===== src/rtl/adex_spike_monitor_if.sv =====
// adex_spike_monitor_if: spike input, run control and byte readback port of the spike monitor
interface adex_spike_monitor_if;
  logic       spike_in;
  logic       enable;
  logic       clear;
  logic [1:0] rd_sel;
  logic [7:0] rd_data;
  logic       window_done;
  modport master (output spike_in, enable, clear, rd_sel, input rd_data, window_done);
  modport slave  (input spike_in, enable, clear, rd_sel, output rd_data, window_done);
endinterface


===== src/rtl/adex_spike_monitor.sv =====
// adex_spike_monitor: windowed spike rate, inter-spike interval and optional burst flag (SPIKE_MON_BURST_EN) with byte readback
module adex_spike_monitor #(
  parameter int WINDOW_LEN = 1000
`ifdef SPIKE_MON_BURST_EN
  , parameter int BURST_ISI = 32
`endif
) (
  input logic clk,
  input logic rst_n,
  adex_spike_monitor_if.slave bus
);
  localparam int WW = $clog2(WINDOW_LEN + 1);
  typedef enum logic [1:0] {IDLE, ARMED, RUN} state_t;
  state_t state, state_n;
  logic spike_q, spk_edge, active, win_close, rec_isi;
  logic [WW-1:0] win_cnt;
  logic [7:0] cnt, cnt_inc, rate;
  logic ovf, ovf_n, rate_ovf;
  logic [15:0] isi_cnt, last_isi;
  logic isi_valid, isi_sat, burst_flag;
  // next state and per-cycle qualifiers; clear overrides everything, disabling drops to IDLE
  always_comb begin
    spk_edge = bus.spike_in & ~spike_q;
    active = !bus.clear && bus.enable && state != IDLE;
    state_n = bus.clear ? (bus.enable ? ARMED : IDLE) :
              !bus.enable ? IDLE :
              state == IDLE ? ARMED :
              spk_edge ? RUN : state;
    win_close = active && win_cnt == WW'(WINDOW_LEN - 1);
    rec_isi = active && spk_edge && state == RUN;
    cnt_inc = (spk_edge && cnt != 8'hFF) ? cnt + 8'd1 : cnt;
    ovf_n = ovf | (spk_edge & (cnt == 8'hFF));
  end
  // state register
  always_ff @(posedge clk or negedge rst_n)
    if (!rst_n) state <= IDLE;
    else state <= state_n;
  // previous spike level for rising-edge detection
  always_ff @(posedge clk or negedge rst_n)
    if (!rst_n) spike_q <= 1'b0;
    else spike_q <= bus.spike_in;
  // window/rate and ISI measurement; the edge in a closing cycle still belongs to that window
  always_ff @(posedge clk or negedge rst_n) begin
    if (!rst_n) begin
      win_cnt <= '0;
      cnt <= '0;
      ovf <= 1'b0;
      isi_cnt <= '0;
      rate <= '0;
      rate_ovf <= 1'b0;
      last_isi <= '0;
      isi_valid <= 1'b0;
      isi_sat <= 1'b0;
      bus.window_done <= 1'b0;
    end else if (!active) begin
      win_cnt <= '0;
      cnt <= '0;
      ovf <= 1'b0;
      isi_cnt <= '0;
      bus.window_done <= 1'b0;
      if (bus.clear) begin
        rate <= '0;
        rate_ovf <= 1'b0;
        last_isi <= '0;
        isi_valid <= 1'b0;
        isi_sat <= 1'b0;
      end
    end else begin
      bus.window_done <= win_close;
      win_cnt <= win_close ? '0 : win_cnt + 1'b1;
      cnt <= win_close ? '0 : cnt_inc;
      ovf <= win_close ? 1'b0 : ovf_n;
      if (win_close) begin
        rate <= cnt_inc;
        rate_ovf <= ovf_n;
      end
      if (spk_edge) isi_cnt <= 16'd1;
      else if (state == RUN && isi_cnt != 16'hFFFF) isi_cnt <= isi_cnt + 16'd1;
      if (rec_isi) begin
        last_isi <= isi_cnt;
        isi_valid <= 1'b1;
        isi_sat <= isi_cnt == 16'hFFFF;
      end
    end
  end
`ifdef SPIKE_MON_BURST_EN
  logic [1:0] burst_cnt;
  // run of consecutive short ISIs; the third one raises the flag, a long one drops it
  always_ff @(posedge clk or negedge rst_n) begin
    if (!rst_n) begin
      burst_cnt <= '0;
      burst_flag <= 1'b0;
    end else if (!active) begin
      burst_cnt <= '0;
      if (bus.clear) burst_flag <= 1'b0;
    end else if (rec_isi) begin
      if (isi_cnt < 16'(BURST_ISI)) begin
        burst_cnt <= burst_cnt == 2'd3 ? 2'd3 : burst_cnt + 2'd1;
        if (burst_cnt >= 2'd2) burst_flag <= 1'b1;
      end else begin
        burst_cnt <= '0;
        burst_flag <= 1'b0;
      end
    end
  end
`else
  assign burst_flag = 1'b0;
`endif
  // registered byte readback
  always_ff @(posedge clk or negedge rst_n)
    if (!rst_n) bus.rd_data <= '0;
    else bus.rd_data <= bus.rd_sel == 2'd0 ? rate :
                        bus.rd_sel == 2'd1 ? last_isi[15:8] :
                        bus.rd_sel == 2'd2 ? last_isi[7:0] :
                        {isi_valid, rate_ovf, burst_flag, isi_sat, 4'b0};
endmodule


===== src/flat_wrapper.sv =====
// flat-port wrapper written by rule: the top's interface ports become plain ports
module adex_spike_monitor_flat 
#(
  parameter int WINDOW_LEN = 1000

)
  (clk, rst_n, bus_spike_in, bus_enable, bus_clear, bus_rd_sel, bus_rd_data, bus_window_done);
  adex_spike_monitor_if bus_i ();
  input logic clk;
  input logic rst_n;
  input wire logic [$bits(bus_i.spike_in)-1:0] bus_spike_in;
  input wire logic [$bits(bus_i.enable)-1:0] bus_enable;
  input wire logic [$bits(bus_i.clear)-1:0] bus_clear;
  input wire logic [$bits(bus_i.rd_sel)-1:0] bus_rd_sel;
  output wire logic [$bits(bus_i.rd_data)-1:0] bus_rd_data;
  output wire logic [$bits(bus_i.window_done)-1:0] bus_window_done;
  assign bus_i.spike_in = bus_spike_in;
  assign bus_i.enable = bus_enable;
  assign bus_i.clear = bus_clear;
  assign bus_i.rd_sel = bus_rd_sel;
  assign bus_rd_data = bus_i.rd_data;
  assign bus_window_done = bus_i.window_done;
  adex_spike_monitor #(.WINDOW_LEN(WINDOW_LEN)) u_core (.clk(clk), .rst_n(rst_n), .bus(bus_i));
endmodule

===== config.mk =====
export PLATFORM = sky130hd
export DESIGN_NAME = adex_spike_monitor_flat
export DESIGN_NICKNAME = d
export VERILOG_FILES = /design/src/rtl/adex_spike_monitor_if.sv /design/src/rtl/adex_spike_monitor.sv /design/src/flat_wrapper.sv
export SDC_FILE = /design/constraint.sdc
export NUM_CORES = 1
export LEC_CHECK = 0
export BUFFER_PORTS_ARGS = -buffer_cell sky130_fd_sc_hd__buf_2
export CORE_ASPECT_RATIO = 1.2
export CORE_MARGIN = 2
export CORE_UTILIZATION = 55
export CTS_BUF_LIST = sky130_fd_sc_hd__clkbuf_16
export DETAILED_ROUTE_END_ITERATION = 10
export GPL_TIMING_DRIVEN = 0
export PLACE_DENSITY = 0.79
export SETUP_SLACK_MARGIN = 0.15
export SKIP_LAST_GASP = 1
export SLEW_MARGIN = 20
export SYNTH_ARGS = -nofsm -noshare
export SYNTH_HDL_FRONTEND = slang
export SYNTH_SLANG_ARGS = --single-unit

===== constraint.sdc =====
create_clock -name clk -period 1.9 [get_ports clk]
set_clock_uncertainty 0.1 [all_clocks]
set_input_delay 0.285 -clock clk [delete_from_list [all_inputs] [get_ports clk]]
set_output_delay 0.285 -clock clk [all_outputs]
set_load 0.02 [all_outputs]

==> metrics, run 1 <==
Initial Util=0.571; Skew-Pair Late Insertion Delay=~0.33 ns; clock tree buffer depth=2; DRC=0; deepest level of the CTS H-tree=3; vias after detailed routing=about 2900; Max Slew Vio Count=0; Post-synth ARST share=1.00; sequential power share=0.429; Hold Fails Final Rpt=0; outcome=finished with violations; total CTS buffers=9; syn nets=approximately 360; total power draw=~3.7 mW; Die Footprint=~7000 um2; most frequent CP cell=or4_4; slowest CP cell=or4_4; PortBufs=13; clock root cell=clkbuf_16; sequential share of the synthesized area=0.536; Clock power frac=0.536; top cell type's share of synthesized area=0.536; Core Rows=31; cell area after synthesis=around 3500 um2; Total Routing Usage GR=0.260; Req. time, crit path=~2.1 ns; design area=roughly 4400 um2; sw power=0.783 mW; Pre-antenna DRT Iters=4; Comb pwr share=0.036; ant diodes=0; gpl congestion=0.848; top post-synthesis cells by area=dfrtp_1 54%, nand2_1 6.5%, mux2i_1 4.9%; pre-CTS WS=-0.343 ns; most numerous cell in the Yosys netlist=dfrtp_1; Final setup viols=8; share of layout cells above drive strength 1=0.266; period utilization=1.07; Die W=around 76 um; ys flop type=dfrtp_1; Seq cells post-synth=74; critical path class=reg2reg; first-pass GRT wire length=14.2 mm; routed vias/inst=6.04; initial antenna violation count=0; power per standard cell area=833 nW/um2; Max Freq=around 490 MHz; number of synthesized flops with an enable pin=0; Setup TNS=-0.692 ns; Max VDD drop=0.000690 V; failing checks=setup timing; max_cap viols=0; Commonest cells post-synth=74 x dfrtp_1, 60 x nand2_1, 26 x nor2_1, 24 x o21ai_0, 17 x mux2i_1; GRT overflow=0; Core ar.=6050 um2; critical path, cell by cell=nand3_2 -> or4_4 -> buf_6 -> or4_4 -> a21oi_2; synthesis warning total=0; RSZ-0062 raised after global routing=true; Mapped Cells=about 350; CP delay by family, top=simple AND/OR/NAND/NOR gates; I/O pin count=16; Final ANT Viol Nets=0; final wirelength=slightly below 9 mm; leakage=just under 2 nW; crit path buf inv count=1; largest net degree at the start of global routing=46; Worst Max-Slew Pin Slew=a little under 0.6 ns; Slew HR=0.604; Netlist cell types=43; final core occ=0.734; dpl hpwl=between 5 and 6 mm; CTS tree=built; Worst-path clk slew=around 0.060 ns; Worst setup SP type=flip-flop; switching power share of the total=0.212; Placed Area=about 3700 um2; average size of a mapped cell=between 9 and 10 um2; Setup crit end kind=flip-flop; Die Ht=roughly 91 um; CP Max Fanout=7; Worst Hold Class=in2reg; Synth area leader=dfrtp_1; Initial DRC Count=about 240; worst setup margin=-0.140 ns; Tmin final=approximately 2 ns; WL/cell=18.4 um; area grow syn2layout=28.4%; Nets=~410; vias in the first global route=around 2900; P_int=approximately 2.9 mW; Largest stage delay, worst path=roughly 0.51 ns; Critical Path AT=between 2 and 2.5 ns; clk sinks=74
## cell usage in the layout, fill, tap and decap left out, types with 6 or more instances in the layout
master / Yosys / final
dfrtp_1: 74 / 72
nand2_1: 60 / 59
nor2_1: 26 / 26
o21ai_0: 24 / 22
buf_4: 0 / 22
mux2i_1: 17 / 16
buf_2: 2 / 13
nand3_1: 12 / 10
a21oi_1: 13 / 9
clkbuf_16: 0 / 9
inv_1: 7 / 7
or4_4: 0 / 7
xnor2_1: 6 / 6
## worst register-to-register path, cell delays in order (launching register included)
cell and delay, ns:
dfrtp_1 0.47, nand3_2 0.18, or4_4 0.51, buf_6 0.15, or4_4 0.42, a21oi_2 0.15
## layout make-up
cell class	count	area [um2]
Timing Repair Buffer	39	298
Fill cell	397	1610
Sequential cell	74	1850
Clock inverter	7	124
Inverter	7	26.3
Clock buffer	9	225
Multi-Input combinational cell	250	1680
Buffer	16	126
Tap cell	82	103
## sequential cells by signal, summed over array words and instances (netlist names), 2 cells and up
register	flops
u_core.isi_cnt	16
u_core.last_isi	16
u_core.win_cnt	10
u_core.bus.rd_data	8
u_core.cnt	8
u_core.rate	8
u_core.state	2
## power by group through the flow
stage | Sequential (mW) | Clock (mW) | Combinational, mW
after floorplan | 1.62 | 0 | 0.0507
after global placement | 1.62 | 0 | 0.103
after detailed placement | 1.62 | 0 | 0.113
after CTS | 1.59 | 2.00 | 0.127
after global routing | 1.59 | 2.08 | 0.145
final | 1.59 | 1.98 | 0.132
## stage by stage
step	instances	hold slack, ns
3_5_place_dp	443	0.148
4_1_cts	476	0.0785
6_report	484	0.0843
3_3_place_gp	442	0.330
5_1_grt	484	0.0809
2_1_floorplan	347	-0.111
## cells by family (layout without fill, tap and decap cells)
family / Yosys count / count (layout) / synth area share
adders and majority gates: 3 / 3 / 0.0109
and+or+nand+nor: 152 / 152 / 0.218
muxes: 21 / 21 / 0.0720
AOI/OAI and AO/OA: 65 / 65 / 0.113
xor gates and xnor gates: 9 / 9 / 0.0228
DFF: 74 / 74 / 0.536
buffers and inverters: 23 / 78 / 0.0279
## per-layer routing
layer  global-route usage  wire [um]  vias up
li1                     -          -     1339
met1                0.325       3660     1450
met2                0.445       4620      103
met3               0.0450        351       31
met4                0.109        281        0
met5                    0          0        -
## path summary, 6_finish.rpt
kind | from | to | cells after the start | slack (ns)
min | bus_enable | u_core.state[0] | 2 | 0.08
min in group asynchronous | rst_n | u_core.win_cnt[3] | 2 | 0.33
max | u_core.isi_cnt[6] | u_core.isi_cnt[11] | 5 | -0.14
min reg2reg | u_core.win_cnt[0] | u_core.win_cnt[0] | 1 | 0.36
max in group asynchronous | rst_n | u_core.isi_cnt[9] | 3 | 0.79
max reg2reg | u_core.isi_cnt[6] | u_core.isi_cnt[11] | 5 | -0.14
## what timing repair did
action	in CTS	in global routing
gates resized for setup	21	41
hold buffers	2	0
endpoints found under the hold margin	30	0
pin swaps	5	12
setup buffers	14	8
cloned	1	0
setup endpoints to repair	59	55
No activity file was read; power rests on OpenSTA's default activity.
==> run 2: changes to the inputs <==
CORE_UTILIZATION = 35   (was 55)
PLACE_DENSITY = 0.56   (was 0.79)
==> run 2 against run 1 <==
Net effect: combinational power increased by 9%; sequential cell count unchanged; the run still ends with setup timing left; wire length decreased by 12%; sequential power about the same; power decreased by 5.1%; final cell count increased by 8.3%; largest cell class unchanged; die area increased by 54%; first-iteration DRC count decreased by 32%; worst setup slack improved by 0.026 ns; fmax increased by 1.3%; core utilization decreased by 27 points.
==> metrics, run 2 (synthesized netlist as in run 1, its figures left out) <==
outcome=finished with violations; failing checks=setup timing; Max Freq=497 MHz (+1.3%); Skew-Pair Late Insertion Delay=0.33 ns (about the same); power per standard cell area=788 nW/um2 (-5.4%); Max Slew Vio Count=0 (unchanged); total CTS buffers=9 (unchanged); Setup TNS=-0.394 ns (+0.298 ns); gpl congestion=0.760 (-10%); max_cap viols=0 (unchanged); deepest level of the CTS H-tree=3 (unchanged); Die Ht=113 um (+24%); pre-CTS WS=-0.400 ns (-0.0571 ns); Worst setup SP type=flip-flop; most frequent cells in the layout=71 x dfrtp_1, 59 x nand2_1, 23 x nor2_1; Worst Max-Slew Pin Slew=0.578 ns (-0.0168 ns); largest net degree at the start of global routing=58 (+26%); clock tree buffer depth=2 (unchanged); clk sinks=74 (unchanged); vias after detailed routing=2733 (-6.5%); Critical Path AT=2.18 ns (-0.03 ns); Worst-path clk slew=0.06 ns (about the same); WL/cell=15.0 um (-18%); Worst Hold Class=in2reg; Nets=406 (-0.25%); area grow syn2layout=28.8%; Die Footprint=10700 um2 (+54%); Core ar.=9560 um2 (+58%); I/O pin count=16 (unchanged); share of layout cells above drive strength 1=0.237 (-0.0293); GRT overflow=0 (unchanged); Pre-antenna DRT Iters=4 (unchanged); Die W=94.7 um (+24%); Setup crit end kind=flip-flop; PortBufs=13 (unchanged); FF+latch area=1860 um2 (about the same); Fill cells=908 (+130%); final wirelength=7.87 mm (-12%); area of the multi-input gates=1660 um2 (-1.4%); ant diodes=0 (unchanged); initial antenna violation count=0 (unchanged); worst setup margin=-0.114 ns (+0.0261 ns); RSZ-0062 raised after global routing=true; critical path class=reg2reg; reg-to-reg slack, setup=-0.11 ns (+0.03 ns); clock root cell=clkbuf_16; CTS tree=built; period utilization=1.06 (-0.0138); Core Rows=39 (+26%); Initial Util=0.361 (-0.210); biggest regs=u_core.isi_cnt x16, u_core.last_isi x16, u_core.win_cnt x10; CP Max Fanout=7 (unchanged); Tmin final=2.01 ns (-0.0261 ns); routed vias/inst=5.22 (-14%); most common cell after layout, fill and taps aside=dfrtp_1; Final ANT Viol Nets=0 (unchanged); leakage=1.94 nW (-1.2%); Hold Fails Final Rpt=0 (unchanged); first-pass GRT wire length=13.2 mm (-6.5%); final core occ=0.465 (-0.268); DRC=0 (unchanged); Total Routing Usage GR=0.161 (-0.0983); Slew HR=0.615 (+0.0112); Initial DRC Count=161 (-32%); Req. time, crit path=2.06 ns (about the same); dpl hpwl=5.29 mm (+2.1%); Max VDD drop=0.000491 V (-29%); vias in the first global route=2686 (-8.8%); Final setup viols=5 (-3)
-- run 2: cell types whose count changed in the layout (fill, tap and decap cells not counted), sizes merged --
cell / previous run / this run
clkbuf: 21 / 22
clkinv: 1 / 4
buf: 41 / 39
bufinv: 3 / 2
inv: 9 / 7
-- run 2: layer usage --
| layer | wire, um | track usage | vias up |
|---|---|---|---|
| li1 | - | - | 1340 |
| met1 | 3590 | 0.206 | 1331 |
| met2 | 3850 | 0.257 | 50 |
| met3 | 261 | 0.0386 | 12 |
| met4 | 167 | 0.0754 | 0 |
| met5 | 0 | 0 | - |
-- run 2: stage by stage --
stage | hold WS (ns) | cells | power, mW | instance area, um2
floorplan | -0.111 | 347 | 1.67 | 3490
global placement | 0.330 | 483 | 1.72 | 3710
detailed placement | 0.0860 | 484 | 1.73 | 3740
CTS | 0.0771 | 515 | 3.52 | 4240
global route | 0.108 | 524 | 3.61 | 4450
finish | 0.0865 | 524 | 3.51 | 4450
-- run 2: path summary, 6_finish.rpt --
kind | start | cells past startpoint | to
worst min-delay path | bus_enable | 2 | u_core.state[0]
worst max register to register | u_core.state[0] | 6 | u_core.isi_cnt[9]
worst max-delay path | u_core.state[0] | 6 | u_core.isi_cnt[9]
worst min register to register | u_core.win_cnt[0] | 1 | u_core.win_cnt[0]
min in group asynchronous | rst_n | 2 | u_core.win_cnt[8]
max in group asynchronous | rst_n | 3 | u_core.isi_cnt[0]
-- run 2: worst max-delay path: stages (launching register included) --
cell	delay, ns
dfrtp_1	0.37
nand2b_4	0.14
buf_6	0.12
or4_4	0.52
buf_6	0.14
or4_4	0.41
a21oi_2	0.14
-- run 2: area by class of cell --
| class | count | area share |
|---|---|---|
| Clock inverter | 7 | 0.0188 |
| Buffer | 16 | 0.0287 |
| Sequential cell | 74 | 0.417 |
| Timing Repair Buffer | 38 | 0.0720 |
| Clock buffer | 9 | 0.0506 |
| Inverter | 7 | 0.00590 |
| Multi-Input combinational cell | 250 | 0.373 |
| Tap cell | 123 | 0.0346 |
-- run 2: timing repair --
item                                    in CTS  in global routing
pin swaps                                    9                  9
buffers inserted                            12                  8
gates resized for setup                     18                 38
gates cloned                                 1                  1
hold buffers                                 2                  0
hold endpoints to repair                    18                  0
endpoints found under the setup margin      59                 54
-- run 2: where the power goes --
| group | internal (mW) | switching (mW) |
|---|---|---|
| Sequential | 1.58 | 0.00452 |
| Clock | 1.13 | 0.645 |
| Combinational | 0.0519 | 0.0923 |
| Total | 2.77 | 0.742 |
